$ cat src/rtl/apb_wait_slave_if.sv
// APB3 bus bundle for apb_wait_slave: requester-driven request signals plus the
// registered completer response.
interface apb_wait_slave_if #(
    parameter int unsigned AWIDTH = 32,
    parameter int unsigned DWIDTH = 32
);
    logic              PSEL;
    logic              PENABLE;
    logic              PWRITE;
    logic [AWIDTH-1:0] PADDR;
    logic [DWIDTH-1:0] PWDATA;
    logic [DWIDTH-1:0] PRDATA;
    logic              PREADY;
    logic              PSLVERR;

    modport master (
        output PSEL, PENABLE, PWRITE, PADDR, PWDATA,
        input  PRDATA, PREADY, PSLVERR
    );

    modport slave (
        input  PSEL, PENABLE, PWRITE, PADDR, PWDATA,
        output PRDATA, PREADY, PSLVERR
    );
endinterface

$ cat src/rtl/apb_wait_slave.sv
// APB3 completer with a fixed number of wait states, 14 R/W registers, a
// completed-transfer counter and a constant ID register.
module apb_wait_slave #(
    parameter int unsigned AWIDTH      = 32,
    parameter int unsigned DWIDTH      = 32,
    parameter int unsigned WAIT_CYCLES = 2
) (
    input  logic            PCLK,
    input  logic            PRESET,
    apb_wait_slave_if.slave bus
);

    localparam logic [31:0]       IdValue  = 32'hA9B0_0001;
    localparam logic [DWIDTH-1:0] IdWord   = DWIDTH'(IdValue);
    localparam logic [3:0]        WaitLoad = (WAIT_CYCLES == 0) ? 4'd0 : 4'(WAIT_CYCLES - 1);
    localparam logic [3:0]        CntIdx   = 4'd14;

    typedef enum logic [1:0] {StIdle, StWait, StResp} state_e;

    state_e            state_q, state_d;
    logic [3:0]        cnt_q, cnt_d;
    logic [3:0]        idx_q, idx_d;
    logic              write_q, write_d;
    logic [DWIDTH-1:0] wdata_q, wdata_d;
    logic              err_q, err_d;
    logic              pready_q, pready_d;
    logic              pslverr_q, pslverr_d;
    logic [DWIDTH-1:0] prdata_q, prdata_d;
    logic [DWIDTH-1:0] regs_q [14];
    logic [DWIDTH-1:0] xfer_cnt_q;

    logic              setup;
    logic [3:0]        live_idx;
    logic              live_err;
    logic              enter_resp;
    logic              commit;
    logic              count_up;
    logic [3:0]        resp_idx;
    logic              resp_write;
    logic              resp_err;
    logic [DWIDTH-1:0] rd_word;

    assign setup    = bus.PSEL && !bus.PENABLE;
    assign live_idx = bus.PADDR[5:2];
    assign live_err = (bus.PADDR[1:0] != 2'b00) || ((bus.PADDR >> 6) != '0) ||
                      (bus.PWRITE && (live_idx >= CntIdx));

    // With zero wait states the response is formed in the setup cycle itself, so it
    // must come from the live bus; otherwise from the values latched at setup.
    assign resp_idx   = (state_q == StIdle) ? live_idx    : idx_q;
    assign resp_write = (state_q == StIdle) ? bus.PWRITE  : write_q;
    assign resp_err   = (state_q == StIdle) ? live_err    : err_q;

    always_comb begin
        rd_word = '0;
        if (resp_idx < CntIdx) begin
            rd_word = regs_q[resp_idx];
        end else if (resp_idx == CntIdx) begin
            rd_word = xfer_cnt_q;
        end else begin
            rd_word = IdWord;
        end
    end

    always_comb begin
        state_d    = state_q;
        cnt_d      = cnt_q;
        idx_d      = idx_q;
        write_d    = write_q;
        wdata_d    = wdata_q;
        err_d      = err_q;
        enter_resp = 1'b0;
        commit     = 1'b0;
        count_up   = 1'b0;

        unique case (state_q)
            StIdle: begin
                if (setup) begin
                    idx_d   = live_idx;
                    write_d = bus.PWRITE;
                    wdata_d = bus.PWDATA;
                    err_d   = live_err;
                    if (WAIT_CYCLES == 0) begin
                        state_d    = StResp;
                        enter_resp = 1'b1;
                    end else begin
                        cnt_d   = WaitLoad;
                        state_d = StWait;
                    end
                end
            end
            StWait: begin
                if (!bus.PSEL) begin
                    state_d = StIdle;
                end else if (cnt_q == 4'd0) begin
                    state_d    = StResp;
                    enter_resp = 1'b1;
                end else begin
                    cnt_d = cnt_q - 4'd1;
                end
            end
            StResp: begin
                state_d = StIdle;
                // A requester that drops PSEL here has abandoned the transfer.
                if (bus.PSEL && !err_q) begin
                    commit   = write_q;
                    count_up = 1'b1;
                end
            end
            default: state_d = StIdle;
        endcase
    end

    always_comb begin
        pready_d  = 1'b0;
        pslverr_d = 1'b0;
        prdata_d  = '0;
        if (enter_resp) begin
            pready_d  = 1'b1;
            pslverr_d = resp_err;
            if (!resp_write && !resp_err) begin
                prdata_d = rd_word;
            end
        end
    end

    always_ff @(posedge PCLK or posedge PRESET) begin
        if (PRESET) begin
            state_q   <= StIdle;
            cnt_q     <= 4'd0;
            idx_q     <= 4'd0;
            write_q   <= 1'b0;
            wdata_q   <= '0;
            err_q     <= 1'b0;
            pready_q  <= 1'b0;
            pslverr_q <= 1'b0;
            prdata_q  <= '0;
        end else begin
            state_q   <= state_d;
            cnt_q     <= cnt_d;
            idx_q     <= idx_d;
            write_q   <= write_d;
            wdata_q   <= wdata_d;
            err_q     <= err_d;
            pready_q  <= pready_d;
            pslverr_q <= pslverr_d;
            prdata_q  <= prdata_d;
        end
    end

    always_ff @(posedge PCLK or posedge PRESET) begin
        if (PRESET) begin
            for (int i = 0; i < 14; i++) begin
                regs_q[i] <= '0;
            end
            xfer_cnt_q <= '0;
        end else begin
            if (commit) begin
                regs_q[idx_q] <= wdata_q;
            end
            if (count_up) begin
                xfer_cnt_q <= xfer_cnt_q + DWIDTH'(1);
            end
        end
    end

    assign bus.PREADY  = pready_q;
    assign bus.PSLVERR = pslverr_q;
    assign bus.PRDATA  = prdata_q;

endmodule

$ cat src/flat_wrapper.sv
// flat-port wrapper written by rule: the top's interface ports become plain ports
module apb_wait_slave_flat 
#(
    parameter int unsigned AWIDTH      = 32,
    parameter int unsigned DWIDTH      = 32,
    parameter int unsigned WAIT_CYCLES = 2
)
  (PCLK, PRESET, bus_PSEL, bus_PENABLE, bus_PWRITE, bus_PADDR, bus_PWDATA, bus_PRDATA, bus_PREADY, bus_PSLVERR);
  apb_wait_slave_if #(.AWIDTH(AWIDTH), .DWIDTH(DWIDTH)) bus_i ();
  input  logic PCLK;
  input  logic PRESET;
  input wire logic [$bits(bus_i.PSEL)-1:0] bus_PSEL;
  input wire logic [$bits(bus_i.PENABLE)-1:0] bus_PENABLE;
  input wire logic [$bits(bus_i.PWRITE)-1:0] bus_PWRITE;
  input wire logic [$bits(bus_i.PADDR)-1:0] bus_PADDR;
  input wire logic [$bits(bus_i.PWDATA)-1:0] bus_PWDATA;
  output wire logic [$bits(bus_i.PRDATA)-1:0] bus_PRDATA;
  output wire logic [$bits(bus_i.PREADY)-1:0] bus_PREADY;
  output wire logic [$bits(bus_i.PSLVERR)-1:0] bus_PSLVERR;
  assign bus_i.PSEL = bus_PSEL;
  assign bus_i.PENABLE = bus_PENABLE;
  assign bus_i.PWRITE = bus_PWRITE;
  assign bus_i.PADDR = bus_PADDR;
  assign bus_i.PWDATA = bus_PWDATA;
  assign bus_PRDATA = bus_i.PRDATA;
  assign bus_PREADY = bus_i.PREADY;
  assign bus_PSLVERR = bus_i.PSLVERR;
  apb_wait_slave #(.AWIDTH(AWIDTH), .DWIDTH(DWIDTH), .WAIT_CYCLES(WAIT_CYCLES)) u_core (.PCLK(PCLK), .PRESET(PRESET), .bus(bus_i));
endmodule
$ cat config.mk
export PLATFORM = sky130hd
export DESIGN_NAME = apb_wait_slave_flat
export DESIGN_NICKNAME = d
export VERILOG_FILES = /design/src/rtl/apb_wait_slave_if.sv /design/src/rtl/apb_wait_slave.sv /design/src/flat_wrapper.sv
export SDC_FILE = /design/constraint.sdc
export NUM_CORES = 1
export LEC_CHECK = 0
export CORE_MARGIN = 8
export CORE_UTILIZATION = 41
export CTS_CLUSTER_DIAMETER = 100
export DETAILED_ROUTE_END_ITERATION = 8
export MAX_ROUTING_LAYER = met4
export PLACE_DENSITY = 0.61
export SETUP_SLACK_MARGIN = 0.5
export SKIP_LAST_GASP = 1
export SYNTH_ARGS = -nofsm -noshare
export SYNTH_HDL_FRONTEND = slang
export SYNTH_SLANG_ARGS = --single-unit
$ cat constraint.sdc
create_clock -name PCLK -period 17.09 [get_ports PCLK]
set_clock_uncertainty 0.1 [all_clocks]
set_input_delay 1.709 -clock PCLK [delete_from_list [all_inputs] [get_ports PCLK]]
set_output_delay 1.709 -clock PCLK [all_outputs]
set_load 0.1 [all_outputs]
=== After elaboration in Yosys (flattened, before gate mapping) ===
Cells that the tools add are included.

* Bits in registers: 558
* Bits of input ports: 69
* Output and inout port bits: 34
* Word-level logic and storage cells: 89

* Add/sub/neg operators: 2
* Order comparisons: 5
* Equality and inequality tests: 7
* Muxes and demuxes: 30
* Bitwise operators: 2
* Reductions and logical operators: 19

{| class="wikitable"
|+ Operator list
! kind !! number
|-
| bitwise mux 448 bit || 1
|-
| two-way mux 32 bit || 7
|-
| binary-select mux 32 bit (select 4 bit) || 1
|-
| demux 32 bit (select 4 bit) || 1
|-
| adder 32 x 1 -> 32 bit, second input constant || 1
|-
| nonzero test 32 bit || 1
|-
| two-way mux 4 bit || 4
|-
| two-way mux 1 bit || 11
|-
| greater-or-equal comparator 5 bit, second input constant || 2
|-
| NOT 4 -> 5 bit || 2
|-
| one-hot mux 4 bit (2 select lines) || 1
|-
| two-way mux 2 bit || 3
|-
| logical AND 1 bit || 5
|-
| less-than comparator 5 x 1 -> 1 bit, second input constant || 1
|-
| == test 4 bit, second input constant || 1
|-
| greater-or-equal comparator 4 bit, second input constant || 1
|-
| zero test 1 bit || 4
|-
| zero test 4 bit || 1
|-
| less-than comparator 4 bit, second input constant || 1
|-
| inequality test 2 bit, second input constant || 2
|-
| one-hot mux 2 bit (2 select lines) || 1
|-
| AND reduction 2 bit || 2
|-
| AND reduction 4 bit || 1
|-
| nonzero test 2 bit || 2
|-
| 7 further kinds || 8
|}

=== Depth between registers and ports, before layout ===
Gate-level depths: netlist of run 1.

* Word-level depth: 9
* Depth in mapped cells: 11
* Depth with buffers taken out: 8

=== Worst setup path after synthesis of run 1 ===
Ideal clock, no wire load.

* Kind: input -> register
* From: in bus_PSEL
* To: reg u_core.regs_q[52] in the netlist's numbering
* Setup time: 125 ps
* Arrival: 3216 ps
* Data required time: 16865 ps
* Slack: 13649 ps
* Stages: 8
* Buffers on the path: 3
* Cells stage by stage: and4bb_1 > buf_2 > and3_1 > buf_2 > nand2_1 > nor3_2 > buf_4 > mux2_2

* Word-level cells in the longest chain between the ends: 3

{| class="wikitable"
|+ RTL lines
! element !! line !! text
|-
| start: declaration || flat_wrapper.sv:12 || <nowiki>input wire logic [$bits(bus_i.PSEL)-1:0] bus_PSEL;</nowiki>
|-
| logical AND 1 bit || apb_wait_slave.sv:105 || <nowiki>if (bus.PSEL && !err_q) begin</nowiki>
|-
| two-way mux 1 bit || apb_wait_slave.sv:105 ||
|-
| two-way mux 1 bit || apb_wait_slave.sv:76 || <nowiki>unique case (state_q)</nowiki>
|-
| end signal: indexed assignment || apb_wait_slave.sv:159 || <nowiki>regs_q[idx_q] <= wdata_q;</nowiki>
|-
| end: declaration || apb_wait_slave.sv:29 || <nowiki>logic [DWIDTH-1:0] regs_q [14];</nowiki>
|}

Every way passes these cells.
A chain may end at the register's enable or synchronous reset.

==> run summary, run 1 <==
=====================================================================================
Instance count after placement with tap cells included                          2,725
Hold-fix buffers, CTS                                                               0
Clk Latency, worst-skew pair                                                  0.62 ns
Number of setup buffers added after CTS                                             0
Flop2flop setup slack                                                        13.21 ns
TritonCTS clock tree                                                              yes
Clock-pin slew of the registers on the worst-case setup and hold paths        0.06 ns
Storage cell area                                                          13,960 um2
CTS HTree Levels                                                                    2
Register bit total from synthesis                                                 558
Overall die area                                                           68,530 um2
Routing usage on met1                                                          25.43%
Initial antenna violation count                                                     0
Min Clock Period, post-route                                                 4.878 ns
Share of the core filled with cells in the final layout                        47.27%
Cell chosen for the clock root                                              clkbuf_16
Series of cell instances along the critical path                         clkdlybuf4s50_1 > clkinvlp_4 > buf_4 > buf_4 > buf_4
Met2 track demand over resource                                                32.50%
Slew margin rel.                                                               20.75%
Cell with the biggest individual delay on the critical path                     buf_4
Status                                                                      completed
Via Count                                                                      16,120
Initial DRC Count                                                               1,127
Average instance area after synthesis                                       12.59 um2
Wire per inst                                                                23.23 um
Predominant post-synthesis flop cell                                          dfrtp_1
Transition time at the pin with the least slew margin                        1.181 ns
Pwr dens                                                                 109.6 nW/um2
Largest fanout on the critical path                                                77
Via density per instance                                                        5.692
Area of combinational cells with multiple inputs                           10,050 um2
Number of remaining DRC errors                                                      0
Library cell appearing most often on the critical path                          buf_4
Maximum operating frequency                                                 205.0 MHz
Pre-Repair DR Iteration Count                                                       7
Kind of cell with the highest combined delay on the critical path        buffers and inverters
Type of the worst min-delay path                                         register to register
Required time at the endpoint of the critical path                           17.58 ns
Area share of the leading cell type in the synthesized netlist                 56.38%
Crit start category                                                        input port
Initial Util                                                                   41.27%
Data arrival time of the critical path                                        5.37 ns
Final count of hold timing violations                                               0
Fraction of layout instances using a drive strength above 1                    30.54%
Global route total overflow                                                         0
Final setup violating endpoints                                                     0
GRT Overall Usage                                                              19.93%
Met3 track utilization from global routing                                     2.957%
Number of port buffers                                                            102
Post-synthesis async set-or-reset flop share                                   100.0%
Final weighted congestion in routability-driven placement                      0.7787
Share of the clock period used by the worst path                               28.54%
Global-route wire length before repair                                     102,100 um
Number of cell rows                                                                90
Number of cells produced by synthesis                                           1,968
Setup repair after global routing missed its margin                                no
Top Usage Layer GRT                                                              met2
Total I/O pin count                                                               103
Crit-path max cell delay                                                      0.87 ns
Overall routed net length                                                   65,790 um
Proportion of synthesized chip area in sequential cells                        56.38%
Antenna cell count                                                                  0
Setup total negative slack                                                       0 ns
Reported leakage power                                                       13.28 nW
Post-detailed-route count of antenna-violating nets                                 0
Max Cap Viol                                                                        0
Largest net degree at the start of global routing                                 174
Fin. max-slew vios                                                                  0
Yosys cell types                                                                   54
Total of warnings raised by yosys                                                   0
Core box area                                                              60,020 um2
Post-CTS resize count                                                               0
Net count after synthesis                                                       2,040
Synth Cell Area                                                            24,770 um2
Horiz. Die Dim                                                               261.8 um
Number of global-route vias before repair                                      16,870
Post-synthesis to final-layout area growth                                     14.54%
Num CTS Buffers                                                                    59
CP endpoint kind                                                            async pin
Fill cell count                                                                 5,364
Post-route design area                                                     28,370 um2
Critical path buffers and inverters                                                 5
Post-place instance area                                                   26,310 um2
Number of enable flip-flop cells after synthesis                                    0
Non-filler instance count after layout                                          2,832
# clock sinks                                                                     558
Maximum ir drop on the vdd rail                                              72.81 uV
Number of buffers between clock root and the deepest sink                           3
Area leader, netlist                                                          dfrtp_1
Top post-synthesis cells by area                                         dfrtp_1 56%, mux2_2 21%, nand2_1 3.9%, mux2i_1 2.3%, nand3_1 1.6%
Number of nets in the finished design                                           2,076
DP Wirelength                                                               36,690 um
Die span in y                                                                261.8 um
Crit Path Class                                                          input port to async pin
=====================================================================================
worst paths after layout:
| kind | from | end | depth (start not counted) |
|---|---|---|---|
| setup / recovery | PRESET | u_core.regs_q[182] | 5 |
| hold / removal | u_core.regs_q[153] | u_core.bus.PRDATA[25] | 1 |
| setup reg to reg | u_core.state_q[0] | u_core.bus.PRDATA[28] | 7 |
| hold reg to reg | u_core.regs_q[153] | u_core.bus.PRDATA[25] | 1 |
| max in group PCLK | bus_PADDR[2] | u_core.bus.PRDATA[24] | 8 |
| min in group asynchronous | PRESET | u_core.regs_q[258] | 2 |
stage by stage:
stage	setup slack (ns)	hold slack, ns	power, mW
floorplan	7.685	0.3461	1.665
global placement	11.46	0.3624	1.784
detailed placement	11.38	0.3714	1.789
CTS	12.02	0.3788	3.138
global route	11.58	0.3978	3.226
finish	12.21	0.3815	3.108
routing by layer:
| metal | part of all wire (%) | wire length, um |
|---|---|---|
| met1 | 44 | 28640 |
| met2 | 49 | 32090 |
| met3 | 4.7 | 3077 |
| met4 | 3.0 | 1975 |
| met5 | 0 | 0 |
synth_stat cells (7+ instances only):
| cell type | instances |
|---|---|
| mux2i_1 | 56 |
| o22ai_1 | 16 |
| a221oi_1 | 15 |
| buf_4 | 22 |
| mux2_2 | 467 |
| dfrtp_1 | 558 |
| o21ai_1 | 28 |
| buf_2 | 73 |
| a222oi_1 | 23 |
| clkbuf_1 | 56 |
| nand4_1 | 33 |
| xnor2_1 | 27 |
| a21oi_1 | 38 |
| and3_1 | 13 |
| a32oi_1 | 9 |
| a211oi_1 | 24 |
| a31oi_1 | 22 |
| nor2_1 | 20 |
| nand3_1 | 81 |
| nand2_1 | 255 |
| a211o_1 | 7 |
| buf_6 | 8 |
| o21ai_0 | 16 |
| mux2_1 | 18 |
| nor4_1 | 9 |
cell type report:
type	instances	area share, %
clock inverter	22	0.9879
clock buffer	85	6.289
multi-input combinational	1245	35.43
timing repair buffer	134	4.534
sequential	558	49.22
tap	782	3.449
inverter	6	0.09261
report_power, final:
group          internal (mW)  leakage (nW)  switching, mW  total (mW)
clock network          0.812          1.03          0.532        1.34
registers               1.35          7.70          0.103        1.45
logic                 0.0943          4.54          0.218       0.312
total                   2.26          13.3          0.853        3.11
cells by family after synthesis:
logic type	Yosys count	synth area share, %
AO/OA/AOI/OAI	217	6.047
XOR/XNOR	33	1.167
adder cells (fa/ha/maj)	3	0.1516
buffers and inverters	165	3.445
flip-flops	558	56.38
multiplexers	543	24.42
AND/OR/NAND/NOR	449	8.391
sequential cells by signal (all words and copies together) (netlist names):
register	count
u_core.bus.PRDATA	32
u_core.bus.PREADY	1
u_core.bus.PSLVERR	1
u_core.cnt_q	4
u_core.err_q	1
u_core.idx_q	4
u_core.regs_q	448
u_core.state_q	2
u_core.wdata_q	32
u_core.write_q	1
u_core.xfer_cnt_q	32
worst reg2reg max path, delay by kind of cell, from the launching register on:
family | cells | cell delay, ns
simple gates | 3 | 1.66
mux | 1 | 0.81
flops | 1 | 0.51
buf+inv | 1 | 0.43
compound gates | 2 | 0.28
placed cells by master (no fill, tap or decap), drive strengths merged, types with 24 or more instances in the layout:
| cell | netlist | final |
|---|---|---|
| nand4 | 33 | 33 |
| a21oi | 38 | 38 |
| a211oi | 24 | 24 |
| nand3 | 81 | 81 |
| clkdlybuf4s50 | 0 | 102 |
| xnor2 | 27 | 27 |
| dfrtp | 558 | 558 |
| mux2i | 58 | 58 |
| buf | 103 | 32 |
| mux2 | 485 | 485 |
| clkbuf | 56 | 85 |
| o21ai | 45 | 45 |
| nand2 | 255 | 255 |
Power figures use the tool's default switching activity.
==> run 2, diff against run 1 <==
PLACE_DENSITY = 0.59   (was 0.61)
clock period = 4.5 ns   (was 17.09 ns; I/O delays follow)
==> run 2 against run 1 <==
- routed wire length up 1.3%
- sequential power rose to 3.8 times the previous value
- global-route usage increased by 0.24 points
- power increased to 3.7 times the previous value
- worst hold slack got worse by 0.087 ns
- critical endpoint is now u_core.bus.PRDATA[16]
==> run summary, run 2 (synthesis results as in run 1) <==
=====================================================================================
Status                                                                      completed
GRT Overall Usage                                                              20.17%
Via density per instance                                                        5.700
Type of the worst min-delay path                                         input port to async pin
Final weighted congestion in routability-driven placement                      0.7840
Largest net degree at the start of global routing                                 103
Crit Path Class                                                          register to register
Pre-Repair DR Iteration Count                                                       8
Share of the core filled with cells in the final layout                        47.47%
Share of the clock period used by the worst path                               69.77%
Num CTS Buffers                                                                    59
Cell with the biggest individual delay on the critical path                    and3_1
Metal2 WL                                                                   32,690 um
Initial DRC Count                                                               1,212
Min Clock Period, post-route                                                 3.140 ns
Fraction of layout instances using a drive strength above 1                    30.85%
Routed length on met3                                                         2368 um
Number of buffers between clock root and the deepest sink                           3
Number of flip-flops in the largest register                                      448
Transition time at the pin with the least slew margin                        1.325 ns
Initial Util                                                                   41.27%
Fill cell count                                                                 5,362
Most frequent cells in the layout                                        558 x dfrtp_1, 467 x mux2_2, 248 x nand2_1
Library cell appearing most often on the critical path                          buf_4
Horiz. Die Dim                                                               261.8 um
Maximum operating frequency                                                 318.5 MHz
Critical path buffers and inverters                                                 3
Area of combinational cells with multiple inputs                           10,050 um2
Maximum ir drop on the vdd rail                                              293.5 uV
Total I/O pin count                                                               103
Final setup violating endpoints                                                     0
Setup total negative slack                                                       0 ns
Series of cell instances along the critical path                         inv_1 > ha_1 > nor3b_1 > and3_1 > nand2_1 > buf_4 > nor2b_1 > buf_4 > a221o_1
Number of port buffers                                                            102
Via Count                                                                      16,260
Antenna cell count                                                                  0
Number of global-route vias before repair                                      17,210
Post-detailed-route count of antenna-violating nets                                 0
Overall routed net length                                                   66,610 um
Fin. max-slew vios                                                                  0
CP endpoint kind                                                             register
Clk Latency, worst-skew pair                                                  0.62 ns
Kind of cell with the highest combined delay on the critical path        simple AND/OR/NAND/NOR gates
Commonest non-fill, non-tap cell in the layout                                dfrtp_1
Launch instance of the worst register-to-register path                   u_core.cnt_q[0]
Required time at the endpoint of the critical path                            4.95 ns
Crit path launch                                                         u_core.cnt_q[0]
Cell chosen for the clock root                                              clkbuf_16
Reported leakage power                                                       13.33 nW
Wire per inst                                                                23.35 um
Post-CTS resize count                                                               0
Number of remaining DRC errors                                                      0
Final count of hold timing violations                                               0
Largest Register                                                         u_core.regs_q
Die span in y                                                                261.8 um
Global-route wire length before repair                                     104,400 um
Slew margin rel.                                                               11.35%
Storage cell area                                                          13,960 um2
Core box area                                                              60,020 um2
Number of cell rows                                                                90
Post-synthesis to final-layout area growth                                     15.03%
Pwr dens                                                                 406.2 nW/um2
Hold-fix buffers, CTS                                                               0
Largest fanout on the critical path                                                11
Max layer used                                                                   met4
Number of nets in the finished design                                           2,099
Crit-path max cell delay                                                      0.46 ns
Global route total overflow                                                         0
Crit start category                                                          register
Setup repair after global routing missed its margin                                no
Initial antenna violation count                                                     0
Overall die area                                                           68,530 um2
CTS HTree Levels                                                                    2
Max Cap Viol                                                                        0
Data arrival time of the critical path                                        3.58 ns
DP Wirelength                                                               39,710 um
Wire length on met1                                                         29,770 um
Worst hold slack after final layout                                         0.2941 ns
Clock-pin slew of the registers on the worst-case setup and hold paths        0.06 ns
# clock sinks                                                                     558
Number of setup buffers added after CTS                                             0
TritonCTS clock tree                                                              yes
=====================================================================================
[run 2: per-stage QoR]
step	instances	cell area, um2	power, mW	setup slack [ns]
detailed placement	2748	26600	6.893	1.103
finish	2853	28490	11.57	1.360
global route	2853	28490	12.02	1.186
CTS	2853	28490	11.70	1.346
floorplan	1968	24770	6.322	-3.646
global placement	2748	26600	6.874	1.179
[run 2: path summary, 6_finish.rpt]
path | end | slack (ns) | cells past startpoint
min reg2reg | u_core.bus.PRDATA[8] | 0.39 | 1
max reg2reg | u_core.bus.PRDATA[16] | 1.36 | 9
max in group asynchronous | u_core.regs_q[235] | 2.87 | 3
min | u_core.regs_q[162] | 0.29 | 2
max | u_core.bus.PRDATA[16] | 1.36 | 9
min in group PCLK | u_core.wdata_q[7] | 0.34 | 2
[run 2: power by group]
group          internal, mW  total, mW  switching (mW)  leakage [nW]
Clock                  2.78       4.78            2.00         0.941
Sequential             5.12       5.53           0.406          7.70
Combinational         0.420       1.27           0.845          4.69
[run 2: area by class of cell]
type                    instances  share of cell area (%)
multi-input cells            1245                   35.26
well taps                     782                   3.434
repair buffers                157                   5.559
flip-flops and latches        558                   49.01
inverters                       6                 0.09222
clock buffers                  86                   6.108
clock inverters                19                  0.5401
[run 2: per-layer routing]
layer | up-vias | global-route usage (%)
met1 | 8590 | 26.08
met4 | 0 | 6.414
met2 | 356 | 33.21
li1 | 7202 | -
met5 | - | -
met3 | 114 | 2.304
